`src/rtl/sc_levelcontroller_pkg.sv`:
```
// Shared definitions for the level controller: FSM encoding and datapath widths.
package sc_levelcontroller_pkg;

  localparam int unsigned LEVEL_WIDTH     = 2;
  localparam int unsigned COUNT_WIDTH     = 8;
  localparam int unsigned PRESCALER_WIDTH = 25;

  localparam logic [LEVEL_WIDTH-1:0] MAX_LEVEL = 2'd3;

  typedef enum logic [2:0] {
    ST_IDLE    = 3'd0,
    ST_RUN     = 3'd1,
    ST_LEVELUP = 3'd2,
    ST_PAUSE   = 3'd3,
    ST_MAX     = 3'd4
  } state_t;

endpackage

```
`src/rtl/sc_tickgen.sv`:
```
// Game-step prescaler: counts 0..period-1 while enabled and emits a registered 1-cycle tick.
module sc_tickgen
  import sc_levelcontroller_pkg::*;
(
  input  logic                       SC_TICKGEN_CLOCK_50,
  input  logic                       SC_TICKGEN_RESET_InLow,
  input  logic [PRESCALER_WIDTH-1:0] period,
  input  logic                       enable,
  input  logic                       clear,
  output logic                       tick
);

  logic [PRESCALER_WIDTH-1:0] cnt;
  logic [PRESCALER_WIDTH-1:0] last;

  assign last = period - PRESCALER_WIDTH'(1);

  always_ff @(posedge SC_TICKGEN_CLOCK_50 or negedge SC_TICKGEN_RESET_InLow) begin
    if (!SC_TICKGEN_RESET_InLow) begin
      cnt  <= '0;
      tick <= 1'b0;
    end else if (clear) begin
      cnt  <= '0;
      tick <= 1'b0;
    end else if (enable) begin
      // >= guards against a period shrinking below the current count
      if (cnt >= last) begin
        cnt  <= '0;
        tick <= 1'b1;
      end else begin
        cnt  <= cnt + PRESCALER_WIDTH'(1);
        tick <= 1'b0;
      end
    end else begin
      tick <= 1'b0;
    end
  end

endmodule

```
`src/rtl/sc_levelcontroller.sv`:
```
// Level controller: game FSM, point counter and level mirror driving a 2-bit external level counter.
module sc_levelcontroller
  import sc_levelcontroller_pkg::*;
#(
  parameter int unsigned POINTS_PER_LEVEL = 4,
  parameter int unsigned TICK_BASE        = 25000000
) (
  input  logic                   SC_LEVELCONTROLLER_CLOCK_50,
  input  logic                   SC_LEVELCONTROLLER_RESET_InLow,
  input  logic                   SC_LEVELCONTROLLER_start_InHigh,
  input  logic                   SC_LEVELCONTROLLER_pause_InHigh,
  input  logic                   SC_LEVELCONTROLLER_point_InHigh,
  output logic                   SC_LEVELCONTROLLER_upLEVEL_Out,
  output logic [LEVEL_WIDTH-1:0] SC_LEVELCONTROLLER_level_OutBUS,
  output logic                   SC_LEVELCONTROLLER_tick_Out,
  output logic                   SC_LEVELCONTROLLER_running_Out
);

  localparam logic [COUNT_WIDTH-1:0]     POINT_LAST  = COUNT_WIDTH'(POINTS_PER_LEVEL - 1);
  localparam logic [PRESCALER_WIDTH-1:0] BASE_PERIOD = PRESCALER_WIDTH'(TICK_BASE);

  state_t                     state, state_nx;
  logic [COUNT_WIDTH-1:0]     count, count_nx;
  logic [LEVEL_WIDTH-1:0]     level, level_nx;
  logic                       up_q;
  logic                       run_now, run_next;
  logic                       tick_en, tick_clr;
  logic [PRESCALER_WIDTH-1:0] period;

  always_ff @(posedge SC_LEVELCONTROLLER_CLOCK_50 or negedge SC_LEVELCONTROLLER_RESET_InLow) begin
    if (!SC_LEVELCONTROLLER_RESET_InLow) begin
      state <= ST_IDLE;
      count <= '0;
      level <= '0;
      up_q  <= 1'b0;
    end else begin
      state <= state_nx;
      count <= count_nx;
      level <= level_nx;
      up_q  <= (state_nx == ST_LEVELUP);
    end
  end

  always_comb begin
    state_nx = state;
    count_nx = count;
    level_nx = level;
    unique case (state)
      ST_IDLE: begin
        if (SC_LEVELCONTROLLER_start_InHigh) state_nx = ST_RUN;
      end
      ST_RUN: begin
        // pause has priority: a coincident point is dropped
        if (SC_LEVELCONTROLLER_pause_InHigh) begin
          state_nx = ST_PAUSE;
        end else if (SC_LEVELCONTROLLER_point_InHigh) begin
          if (count == POINT_LAST) begin
            state_nx = ST_LEVELUP;
            count_nx = '0;
          end else begin
            count_nx = count + COUNT_WIDTH'(1);
          end
        end
      end
      ST_LEVELUP: begin
        level_nx = level + LEVEL_WIDTH'(1);
        state_nx = (level_nx == MAX_LEVEL) ? ST_MAX : ST_RUN;
        if (SC_LEVELCONTROLLER_point_InHigh) count_nx = COUNT_WIDTH'(1);
      end
      ST_PAUSE: begin
        if (!SC_LEVELCONTROLLER_pause_InHigh)
          state_nx = (level == MAX_LEVEL) ? ST_MAX : ST_RUN;
      end
      ST_MAX: begin
        if (SC_LEVELCONTROLLER_pause_InHigh) state_nx = ST_PAUSE;
      end
      default: state_nx = ST_IDLE;
    endcase
  end

  // Prescaler only advances while play continues into the next cycle,
  // so no tick can land in LEVELUP or PAUSE.
  assign run_now  = (state == ST_RUN) || (state == ST_MAX);
  assign run_next = (state_nx == ST_RUN) || (state_nx == ST_MAX);
  assign tick_en  = run_now && run_next;
  assign tick_clr = (state == ST_IDLE) || (state == ST_LEVELUP);
  assign period   = BASE_PERIOD >> level;

  sc_tickgen u_tickgen (
    .SC_TICKGEN_CLOCK_50    (SC_LEVELCONTROLLER_CLOCK_50),
    .SC_TICKGEN_RESET_InLow (SC_LEVELCONTROLLER_RESET_InLow),
    .period                 (period),
    .enable                 (tick_en),
    .clear                  (tick_clr),
    .tick                   (SC_LEVELCONTROLLER_tick_Out)
  );

  assign SC_LEVELCONTROLLER_upLEVEL_Out  = up_q;
  assign SC_LEVELCONTROLLER_level_OutBUS = level;
  assign SC_LEVELCONTROLLER_running_Out  = (state == ST_RUN) || (state == ST_LEVELUP) ||
                                           (state == ST_MAX);

endmodule

```
`config.mk`:
```
export PLATFORM = sky130hd
export DESIGN_NAME = sc_levelcontroller
export DESIGN_NICKNAME = d
export VERILOG_FILES = /design/src/rtl/sc_levelcontroller_pkg.sv /design/src/rtl/sc_tickgen.sv /design/src/rtl/sc_levelcontroller.sv
export SDC_FILE = /design/constraint.sdc
export NUM_CORES = 1
export LEC_CHECK = 0
export CAP_MARGIN = 5
export CELL_PAD_IN_SITES_DETAIL_PLACEMENT = 0
export CELL_PAD_IN_SITES_GLOBAL_PLACEMENT = 1
export CORE_ASPECT_RATIO = 1.75
export CORE_UTILIZATION = 43
export DETAILED_ROUTE_END_ITERATION = 6
export PLACE_DENSITY_LB_ADDON = 0.3
export SYNTH_ARGS = -nofsm -noshare
export SYNTH_HDL_FRONTEND = slang
export SYNTH_SLANG_ARGS = --single-unit
```
`constraint.sdc`:
```
create_clock -name SC_LEVELCONTROLLER_CLOCK_50 -period 2.93 [get_ports SC_LEVELCONTROLLER_CLOCK_50]
set_clock_uncertainty 0.2 [all_clocks]
set_input_delay 0.293 -clock SC_LEVELCONTROLLER_CLOCK_50 [delete_from_list [all_inputs] [get_ports SC_LEVELCONTROLLER_CLOCK_50]]
set_output_delay 0.293 -clock SC_LEVELCONTROLLER_CLOCK_50 [all_outputs]
set_load 0.1 [all_outputs]
```
; Yosys cells after proc, flatten, opt, wreduce, memory -nomap -nowiden
; Index checks and enable logic that the tools add are counted.
; Widths: inputs -> output; s select.
[word_totals]
register_bits = 40
inputBits = 5
wordCells = 55
[op_classes]
n_shift = 1
n_eq_ne = 13
order_cmp = 1
n_reduce_logical = 10
n_addsub = 4
n_mux = 20
[ops]
columns = cell, n
row1 = $mux 25, 3
row2 = $mux 8, 4
row3 = $add 25x1->25 const B, 1
row4 = $ge 25x25->1, 1
row5 = $shr 25x2->25 const A, 1
row6 = $sub 25x1->25 const B, 1
row7 = $mux 3, 8
row8 = $pmux 8 s2, 1
row9 = $pmux 3 s5, 1
row10 = $eq 3x2->1 const B, 3
row11 = $add 8x1->8 const B, 1
row12 = $eq 8x2->1 const B, 1
row13 = $eq 3x1->1 const B, 2
row14 = $eq 3x3->1 const B, 2
row15 = $ne 2x2->1 const B, 3
row16 = $logic_or 1x1->1, 5
row17 = $eq 2x2->1 const B, 2
row18 = $reduce_and 4->1, 1
row19 = $reduce_bool 2->1, 2
row20 = $logic_not 3->1, 1
row21 = $mux 1, 3
row22 = $add 2x1->2 const B, 1
row23 = $logic_and 1x1->1, 1

; Depth between registers and ports, before layout
; Gate-level depths: netlist of the first run.
[logic_depth]
word_depth = 10
mapped_depth = 14

; Hierarchy
; From an unflattened synthesis of the first run, not the netlist that was laid out.
[hier_totals]
hier_cells = 437
hier_area_um2 = 3633.5
[modules_own_cells]
columns = mod, cells_per_inst, seq_area_each_um2, instances, area_each_um2
row1 = sc_tickgen, 324, 650.6, 1, 2587.5
row2 = sc_levelcontroller, 113, 350.3, 1, 1046.0

; Worst setup path after synthesis of the first run
; OpenSTA, ideal clock, no wires.
[synth_timing]
path_kind = reg-to-reg
start = reg level[0] (netlist: SC_LEVELCONTROLLER_level_OutBUS[0])
end = reg u_tickgen.cnt[1]
required_ps = 2608
synth_period_minus_slack_ps = 3577
path_slack_ps = -647
path_stages_with_launch = 13
setup_time_ps = 122
arrival_time_ps = 3255
n_path_buf = 1
cell_sequence = dfrtp_1 -> inv_1 -> ha_1 -> nand2_1 -> xnor2_1 -> nor2_1 -> ha_1 -> nand3_1 -> nor4_1 -> o211ai_1 -> a211o_2 -> buf_6 -> a32o_1
[synth_via]
elab_chain_len = 8
[synth_lines]
columns = element, line_no
row1 = start: declaration, sc_levelcontroller.sv:24  ; logic [LEVEL_WIDTH-1:0] level, level_nx;
row2 = start signal: assignment, sc_levelcontroller.sv:39  ; level <= level_nx;
row3 = "parallel branches: the longest is 8 deep, another holds $sub 25x1->25", n/a
row4 = end signal: assignment, sc_tickgen.sv:31  ; cnt <= cnt + PRESCALER_WIDTH'(1);
row5 = end: declaration, sc_tickgen.sv:13  ; logic [PRESCALER_WIDTH-1:0] cnt;
; Parallel ways; which one is timed is not known. The select of a mux whose other input is x is not followed.
; A chain may end at the register's enable or synchronous reset.

; Final worst setup path of the first run
[layout_timing]
start = reg level[1] (netlist: SC_LEVELCONTROLLER_level_OutBUS[1])
end = reg u_tickgen.cnt[0]
; The elaborated chain is that of the path after synthesis.

==> out/qor.csv, run 1 <==
metric;value;unit
RePlAce Congestion;0.824;
clock root cell;clkbuf_8;
leakage;1.41;nW
Mapped Avg Cell Area;8.85;µm²
fmax;342;MHz
r2r endpoint;u_tickgen.cnt[0]$_DFFE_PN0P_;
Critical Path RT;2.91;ns
Placeable Area;0.00628;mm²
number of synthesized flops with an enable pin;0;
Setup CP Type;flip-flop to flip-flop;
vias in the first global route;2556;
# DRC;0;
RSZ-0062 raised after global routing;true;
CP arrival;2.91;ns
FILL cells;599;
R2R Path Start;SC_LEVELCONTROLLER_level_OutBUS[1]$_DFFE_PN0P_;
Via density;5.92;
antenna cell count;0;
Pre-Repair DR Iteration Count;6;
Worst Hold Depth;1;
overall routing resource usage;0.224;
area taken by multi-input logic gates;0.00186;mm²
Tightest Pin Transition;0.941;ns
IO Count;10;
yosys warns;0;
min-delay src;count[6]$_DFFE_PN0P_;
pre-CTS setup slack;-0.0233;ns
Seq pwr share;0.307;
Tcrit/Tclk final;0.998;
post-route setup slack;0.00512;ns
clk_lat worst skew;0.29;ns
final hold vios;0;
layout cells sized above 1;0.182;
R2R depth;13;
Clock Tree Buf Depth;2;
first-pass GRT wire length;12.0;mm
setup violators final;0;
max_cap viols;0;
Switching Fraction;0.473;
Register Area;0.00101;mm²
fin crit period;2.92;ns
crit path max fanout;7;
Hold WC Path Type;flip-flop to flip-flop;
WL final;7.23;mm
status;completed;
sw power;0.00117;W
antenna violations before repair;0;
Comb pwr share;0.548;
largest net degree at the start of global routing;41;
die height;109;µm
DR iter-0 viols;132;
synth unique cells;49;
Sink Count;40;
row cnt;38;
full die area;0.00693;mm²
Worst Hold End;count[6]$_DFFE_PN0P_;
post-detail-place hpwl;5.22;mm
DRT antenna net count;0;
routed length per placed instance;17.0;µm
Synth Flop Type;dfrtp_1;
mapped cell area;0.00283;mm²
slew margin rel.;0.373;
CTS tree;yes;
effective utilization at floorplan;0.451;
Worst-path clk slew;0.08;ns
Slew Viols, Final;0;
internal power;0.00130;W
number of synthesized register bits;40;
CP endpoint kind;flip-flop;
grt ovf;0;
power share of the clock group;0.145;
Post-Syn Instances;320;
I/O Buffers;9;
Final #Nets;379;
register area share after synthesis;0.354;
via count;2521;
post-layout util;0.536;
P&R area growth vs syn;18.9;%
CP startpoint kind;flip-flop;
Max IR drop VDD;714;µV
Die W;63.3;µm
pwr dens;736;mW/mm²
Post-synth ARST share;1.00;
CTS Buf Count;5;
CTS HTree Levels;2;
reg2reg setup slack;0.005;ns
## layout by cell type, fill, tap and decap left out, drive strengths merged, types with 3 or more instances in the layout
| cell type | instances |
|---|---|
| nor2b | 3 |
| nand2 | 40 |
| nand4 | 25 |
| nor4 | 3 |
| mux2 | 3 |
| clkbuf | 7 |
| xnor2 | 3 |
| o311ai | 15 |
| dfrtp | 40 |
| nor3 | 6 |
| nor2 | 17 |
| o21ai | 21 |
| o211ai | 5 |
| o22ai | 3 |
| ha | 29 |
| a21oi | 12 |
| inv | 11 |
| and3 | 9 |
| a31oi | 6 |
| buf | 25 |
| nand3 | 22 |
| nand2b | 9 |
| clkdlybuf4s50 | 3 |
## state kept, by name, summed over array words and instances (netlist names)
register	flops
count	8
SC_LEVELCONTROLLER_level_OutBUS	2
u_tickgen.cnt	25
SC_LEVELCONTROLLER_upLEVEL_Out	1
state	3
u_tickgen.tick	1
## per-stage QoR
| stage | hold WS [ns] | std cells | cell area (µm²) | total power, W | TNS (ns) |
|---|---|---|---|---|---|
| floorplan | -0.203 | 321 | 2920 | 0.00166 | -0.0556 |
| global placement | 0.283 | 409 | 3100 | 0.00196 | 0 |
| detailed placement | 0.288 | 409 | 3100 | 0.00198 | -0.0701 |
| CTS | 0.324 | 423 | 3240 | 0.00240 | 0 |
| global route | 0.340 | 426 | 3370 | 0.00264 | -1.68 |
| finish | 0.322 | 426 | 3370 | 0.00248 | 0 |
## layer usage
metal	track usage	routed length, µm
met3	0.0270	149
met2	0.438	4140
met4	0.0925	146
met5	0	0
met1	0.235	2790
## layout make-up
cell class / instances / share of cell area
Clock inverter: 1 / 0.00149
Sequential cell: 40 / 0.300
Inverter: 11 / 0.0160
Multi-Input combinational cell: 258 / 0.552
Tap cell: 80 / 0.0297
Clock buffer: 7 / 0.0227
Timing Repair Buffer: 29 / 0.0788
## how the worst max path moves through the flow
| stage | start | cells past startpoint | end |
|---|---|---|---|
| finish | SC_LEVELCONTROLLER_level_OutBUS[1]$_DFFE_PN0P_ | 13 | u_tickgen.cnt[0]$_DFFE_PN0P_ |
| global route | SC_LEVELCONTROLLER_level_OutBUS[0]$_DFFE_PN0P_ | 13 | u_tickgen.cnt[3]$_DFFE_PN0P_ |
| CTS | SC_LEVELCONTROLLER_level_OutBUS[1]$_DFFE_PN0P_ | 11 | u_tickgen.cnt[9]$_DFFE_PN0P_ |
| detailed placement | SC_LEVELCONTROLLER_level_OutBUS[0]$_DFFE_PN0P_ | 12 | u_tickgen.cnt[19]$_DFFE_PN0P_ |
| global placement | SC_LEVELCONTROLLER_level_OutBUS[0]$_DFFE_PN0P_ | 13 | u_tickgen.cnt[2]$_DFFE_PN0P_ |
| floorplan | SC_LEVELCONTROLLER_level_OutBUS[0]$_DFFE_PN0P_ | 13 | u_tickgen.cnt[3]$_DFFE_PN0P_ |
## what timing repair did
action                                  CTS  global route
pin swaps                                 3             3
gates resized for setup                   4            18
endpoints found under the setup margin   20            26
buffers inserted                          4             2
hold endpoints to repair                 40             0
hold buffers                              1             0
gates cloned                              1             1
## cell usage after synthesis, types with 3 or more instances
cell,instances,area share
buf_2,3,0.0053
ha_1,29,0.13
nor4_1,3,0.0066
clkbuf_1,6,0.0080
and3_1,9,0.020
a31oi_1,6,0.013
nor2b_1,3,0.0066
nand2b_1,9,0.020
nand3_1,22,0.039
o21ai_0,20,0.035
dfrtp_1,40,0.35
a21oi_1,12,0.021
nand2_1,37,0.049
buf_6,3,0.012
nor2_1,16,0.021
nand4_1,25,0.055
o22ai_1,3,0.0066
o311ai_1,15,0.046
mux2_2,3,0.012
xnor2_1,3,0.0093
o211ai_1,5,0.013
inv_1,11,0.015
nor3_1,5,0.0088
## power by group through the flow
stage	clock network, W	logic (W)	registers [W]
finish	0.000360	0.00136	0.000761
global route	0.000386	0.00148	0.000774
CTS	0.000372	0.00128	0.000751
detailed placement	0	0.00122	0.000761
global placement	0	0.00120	0.000754
floorplan	0	0.000827	0.000833
## logic make-up (layout without fill, tap and decap cells)
group / Yosys count / in the layout / synth area share
flops: 40 / 40 / 0.354
simple gates: 143 / 145 / 0.270
other cells: 1 / 2 / 0.00132
buf+inv: 25 / 48 / 0.0451
fa+ha+maj: 29 / 29 / 0.128
mux: 5 / 5 / 0.0190
xor+xnor: 4 / 4 / 0.0124
compound gates: 73 / 73 / 0.171
## critical path, cell delays in order, from the launching register on
cell	delay, ns
dfrtp_4	0.53
inv_6	0.07
ha_4	0.17
buf_4	0.15
nand3b_1	0.19
ha_1	0.32
o21ai_1	0.07
o21bai_1	0.17
o211ai_1	0.13
a211o_4	0.40
buf_12	0.15
nand2_4	0.09
buf_4	0.12
o21ai_1	0.05
Note: power is estimated with default switching activity, not from simulation.
==> run 2: changes to the inputs <==
REMOVE_ABC_BUFFERS = 1   (was not set)
==> run 2 against run 1 <==
The flow now finishes with violations (negative setup slack). Worst setup slack lost 0.050 ns. Routed wire length grew 11%. Register-to-register slack lost 0.05 ns. Design area grew 11%. Combinational power grew 22%. Sequential share of layout area shrank 3.1 points. Maximum frequency shrank 1.7%. Via count grew 6.3%. Non-clock buffer count grew 13. Worst hold slack lost 0.0052 ns. Cell count grew 3.1%. Critical endpoint is now u_tickgen.cnt[2]$_DFFE_PN0P_. Largest cell class unchanged. Largest power group unchanged.
==> out/qor.csv, run 2 (same netlist as run 1, synthesis figures left out) <==
metric;value;unit;change
clk_lat worst skew;0.31;ns;+0.02 ns
Hold WC Path Type;flip-flop to flip-flop;;
Worst-path clk slew;0.08;ns;about the same
Critical Path Slowest Stage Cell;dfrtp_2;;
met1 usage;0.230;;-0.00479
Placeable Area;0.00628;mm²;unchanged
post-layout util;0.596;;+0.0596
status;finished with violations;;
commonest cells after routing, fill and taps aside;dfrtp_1 (38), nand2_1 (36), nand4_1 (25);;
Tightest Pin Transition;0.947;ns;+0.00561 ns
DRT antenna net count;0;;unchanged
vias in the first global route;2522;;-1.3%
I/O Buffers;9;;unchanged
Setup CP Type;flip-flop to flip-flop;;
Sink Count;40;;unchanged
GR peak layer;met2;;
largest net degree at the start of global routing;41;;unchanged
CTS HTree Levels;2;;unchanged
fmax;336;MHz;-1.7%
setup violators final;14;;+14
met2 Usage GRT;0.422;;-0.0160
most common cell after layout, fill and taps aside;dfrtp_1;;
max_cap viols;0;;unchanged
CP startpoint kind;flip-flop;;
Slew Viols, Final;0;;unchanged
P&R area growth vs syn;32.1;%;
routed length per placed instance;18.2;µm;+7.3%
CTS tree;yes;;
clock root cell;clkbuf_8;;
crit path max fanout;10;;+3
row cnt;38;;unchanged
post-detail-place hpwl;4.95;mm;-5.3%
first-pass GRT wire length;11.8;mm;-1.4%
CP arrival;2.96;ns;+0.05 ns
Die W;63.3;µm;unchanged
CP endpoint kind;flip-flop;;
# DRC;0;;unchanged
post-route setup slack;-0.0451;ns;-0.0502 ns
WL final;7.99;mm;+11%
final std cells w/o fill;439;;+3.1%
grt ovf;0;;unchanged
Max IR drop VDD;692;µV;-3.1%
number of flip-flops under the largest register name;25;;unchanged
final hold vios;0;;unchanged
Critical Path RT;2.92;ns;about the same
IO Count;10;;unchanged
Clock Tree Buf Depth;2;;unchanged
placed insts;412;;+0.73%
RePlAce Congestion;0.792;;-3.9%
Via density;6.10;;+3.2%
Tcrit/Tclk final;1.02;;+0.0171
Largest stage delay, worst path;0.49;ns;-0.04 ns
leakage;1.53;nW;+9.0%
layout cells sized above 1;0.270;;+0.0881
number of cells on the critical path;12;;-1
effective utilization at floorplan;0.451;;unchanged
via count;2680;;+6.3%
DR iter-0 viols;199;;+51%
M3 GR Usage;0.0373;;+0.0104
CP top delay family;compound AO/OA/AOI/OAI gates;;
Pre-Repair DR Iteration Count;4;;-2
pwr dens;745;mW/mm²;+1.3%
fin crit period;2.98;ns;+0.0502 ns
antenna violations before repair;0;;unchanged
Critical Path Most Common Cell;ha_4;;
Biggest register;u_tickgen.cnt;;
slew margin rel.;0.369;;-0.00374
Setup TNS Final;-0.267;ns;-0.267 ns
Largest regs;u_tickgen.cnt: 25 flops, count: 8 flops, state: 3 flops;;
overall routing resource usage;0.222;;-0.00161
antenna cell count;0;;unchanged
critical-path cell list;inv_2, ha_4, buf_6, nand3b_1, ha_4, o21ai_2, o21bai_1, o211ai_1, a211o_4, buf_12, a31oi_1, mux2i_1;;
failing checks;negative setup slack;;
R2R depth;12;;-1
CTS Buf Count;5;;unchanged
die height;109;µm;unchanged
worst hold margin;0.317;ns;-0.00516 ns
Worst Hold Depth;2;;+1
full die area;0.00693;mm²;unchanged
pre-CTS setup slack;-0.0385;ns;-0.0152 ns
WP buf/inv;3;;-1
Final #Nets;392;;+3.4%
RSZ-0062 raised after global routing;true;;
-- run 2: layer usage --
metal	vias to the layer above	routed length [µm]
met2	51	4320
met1	1323	3150
li1	1287	-
met5	-	0
met3	19	208
met4	0	308
-- run 2: worst paths after layout --
check                                                          startpoint                                              to  slack (ns)
setup / recovery           SC_LEVELCONTROLLER_level_OutBUS[1]$_DFFE_PN0P_                    u_tickgen.cnt[2]$_DFFE_PN0P_       -0.05
hold / removal                                       count[1]$_DFFE_PN0P_                            count[1]$_DFFE_PN0P_        0.32
setup reg to reg           SC_LEVELCONTROLLER_level_OutBUS[1]$_DFFE_PN0P_                    u_tickgen.cnt[2]$_DFFE_PN0P_       -0.05
hold reg to reg                                      count[1]$_DFFE_PN0P_                            count[1]$_DFFE_PN0P_        0.32
max in group asynchronous                  SC_LEVELCONTROLLER_RESET_InLow  SC_LEVELCONTROLLER_level_OutBUS[0]$_DFFE_PN0P_        1.42
min in group asynchronous                  SC_LEVELCONTROLLER_RESET_InLow                   u_tickgen.cnt[15]$_DFFE_PN0P_        0.47
-- run 2: what timing repair did --
item	in CTS	in global routing
resized for setup	7	59
setup buffers	1	10
hold buffers	1	0
gates cloned	0	7
pin swaps	4	19
hold endpoints to repair	40	0
endpoints found under the setup margin	23	26
-- run 2: final cells by class --
| class | instances | area (µm²) |
|---|---|---|
| fill | 576 | 2530 |
| sequential | 40 | 1000 |
| timing repair buffer | 42 | 473 |
| clock buffer | 8 | 90.1 |
| tap | 80 | 100 |
| inverter | 11 | 43.8 |
| multi-input combinational | 258 | 2030 |
-- run 2: worst reg2reg max path, delay by kind of cell, from the launching register on --
kind / cells / cell delay (ns)
DFF: 1 / 0.49
AOI/OAI and AO/OA: 5 / 0.97
and+or+nand+nor: 1 / 0.20
buffers and inverters: 3 / 0.41
adders and majority gates: 2 / 0.49
muxes: 1 / 0.09
-- run 2: where the power goes --
group	switching, W	leakage (nW)	internal, W	total (W)
logic	0.000967	0.946	0.000693	0.00166
registers	0.000105	0.541	0.000622	0.000727
clock network	0.000208	0.0455	0.000192	0.000400
-- run 2: stage by stage --
stage	area [µm²]	power [W]
finish	3740	0.00279
global route	3740	0.00297
CTS	3210	0.00233
detailed placement	3070	0.00191
global placement	3070	0.00189
floorplan	2750	0.00152
==> patch: new RTL, settings of run 1 <==
Re-encode `state_t` (5 states) as one-hot, 5 bits wide.
--- a/src/rtl/sc_levelcontroller_pkg.sv
+++ b/src/rtl/sc_levelcontroller_pkg.sv
@@ -9,8 +9,8 @@
 
-  typedef enum logic [2:0] {
-    ST_IDLE    = 3'd0,
-    ST_RUN     = 3'd1,
-    ST_LEVELUP = 3'd2,
-    ST_PAUSE   = 3'd3,
-    ST_MAX     = 3'd4
+  typedef enum logic [4:0] {
+    ST_IDLE    = 5'b00001,
+    ST_RUN     = 5'b00010,
+    ST_LEVELUP = 5'b00100,
+    ST_PAUSE   = 5'b01000,
+    ST_MAX     = 5'b10000
   } state_t;
Formal check against the unedited RTL: same outputs for any inputs over 10 cycles, from zero or initial values and one cycle with SC_LEVELCONTROLLER_RESET_InLow low; not proved beyond that.
==> patch against run 1 <==
- the flow now finishes with violations (negative setup slack)
- critical path depth grew 1
- worst setup slack got worse by 0.16 ns
- design area increased by 12%
- sequential cell count rose by 2
- routed wire length is 11% higher
- synthesized area is 7.7% higher
Power is not compared: it rests on default switching activity, and its combinational part moved more than twofold at a synthesized area within 25%.
==> patch: results <==
run_status:
  status: "complete, but fails checks"
  violations: "negative setup slack"
timing:
  finalSetupViolCount: 24
  worst_pin_slew_ns: 0.704
  worst_slack_ns: -0.159
  timing.setup.tns_ns: -1.93
global_routing:
  grt_pass1_wl_um: 13000
  grt_usage_pct: 23.3
  met2_usage_pct: 42.6
  grt_max_degree: 30
  grt_pass1_vias: 2727
min_path:
  hold_end: "u_tickgen.cnt[0]$_DFFE_PN0P_"
route:
  m1WireLength_um: 3070
  drtPass1Iterations: 4
  wl_met2_um: 4350
  route.met3.wl_um: 223
  drtIter0Drc: 178
placed_design:
  gp_congestion: 0.815
  dpl.hpwl_um: 5980
setup_path:
  ff2ff_path_depth: 14
  crit_arrival_ns: 3.07
layout:
  top_regs: "u_tickgen.cnt (25), count (8), state (5)"
synth:
  synthTopCellsByArea: "dfrtp_1, ha_1, nand3_1"
  yosysSeqAreaShare_pct: 34.5
  yosys-top-cells-count: "dfrtp_1, nand2_1, ha_1, nand3_1, nor2_1"
==> patch: timing repair <==
item	CTS	global route
pin swaps	0	6
setup endpoints to repair	25	26
resized for setup	10	11
hold endpoints to repair	27	0
hold buffers	1	0
cloned	2	0
setup buffers	4	4
==> patch: through the flow <==
step,std cells,hold WS [ns],util (%),setup slack [ns],power [mW]
6_report,472,0.307,55.0,-0.159,1.80
5_1_grt,472,0.315,55.0,-0.286,1.90
4_1_cts,468,0.307,53.9,-0.144,1.81
3_5_place_dp,453,0.180,50.3,-0.188,1.23
3_3_place_gp,453,0.175,50.3,-0.101,1.23
2_1_floorplan,344,-0.203,-,-0.109,1.10
==> patch: worst max-delay path: stages (launching register included) <==
cell     delay [ns]
dfrtp_4        0.52
buf_6          0.14
ha_4           0.15
nand2_2        0.06
xnor2_1        0.11
nor2_1         0.08
ha_1           0.30
nand3_1        0.08
nor2_2         0.15
nand4_1        0.10
o41a_1         0.47
buf_6          0.16
buf_6          0.13
a31o_1         0.17
a22o_1         0.17
==> patch: cell type report <==
class / count / area share [%]
clock buffers: 6 / 3.42
clock inverters: 2 / 0.365
inverters: 15 / 1.63
multi-input cells: 270 / 52.2
flip-flops and latches: 42 / 28.1
well taps: 84 / 2.79
repair buffers: 53 / 11.5
==> patch: cell families (layout without fill, tap and decap cells) <==
family / after synthesis / in the layout / synth area share (%)
other: 1 / 2 / 0.123
adder cells (fa/ha/maj): 29 / 29 / 11.9
flip-flops: 42 / 42 / 34.5
buffers and inverters: 32 / 76 / 5.05
XOR/XNOR: 9 / 9 / 2.58
multiplexers: 9 / 9 / 3.00
AO/OA/AOI/OAI: 82 / 82 / 18.6
AND/OR/NAND/NOR: 139 / 139 / 24.3
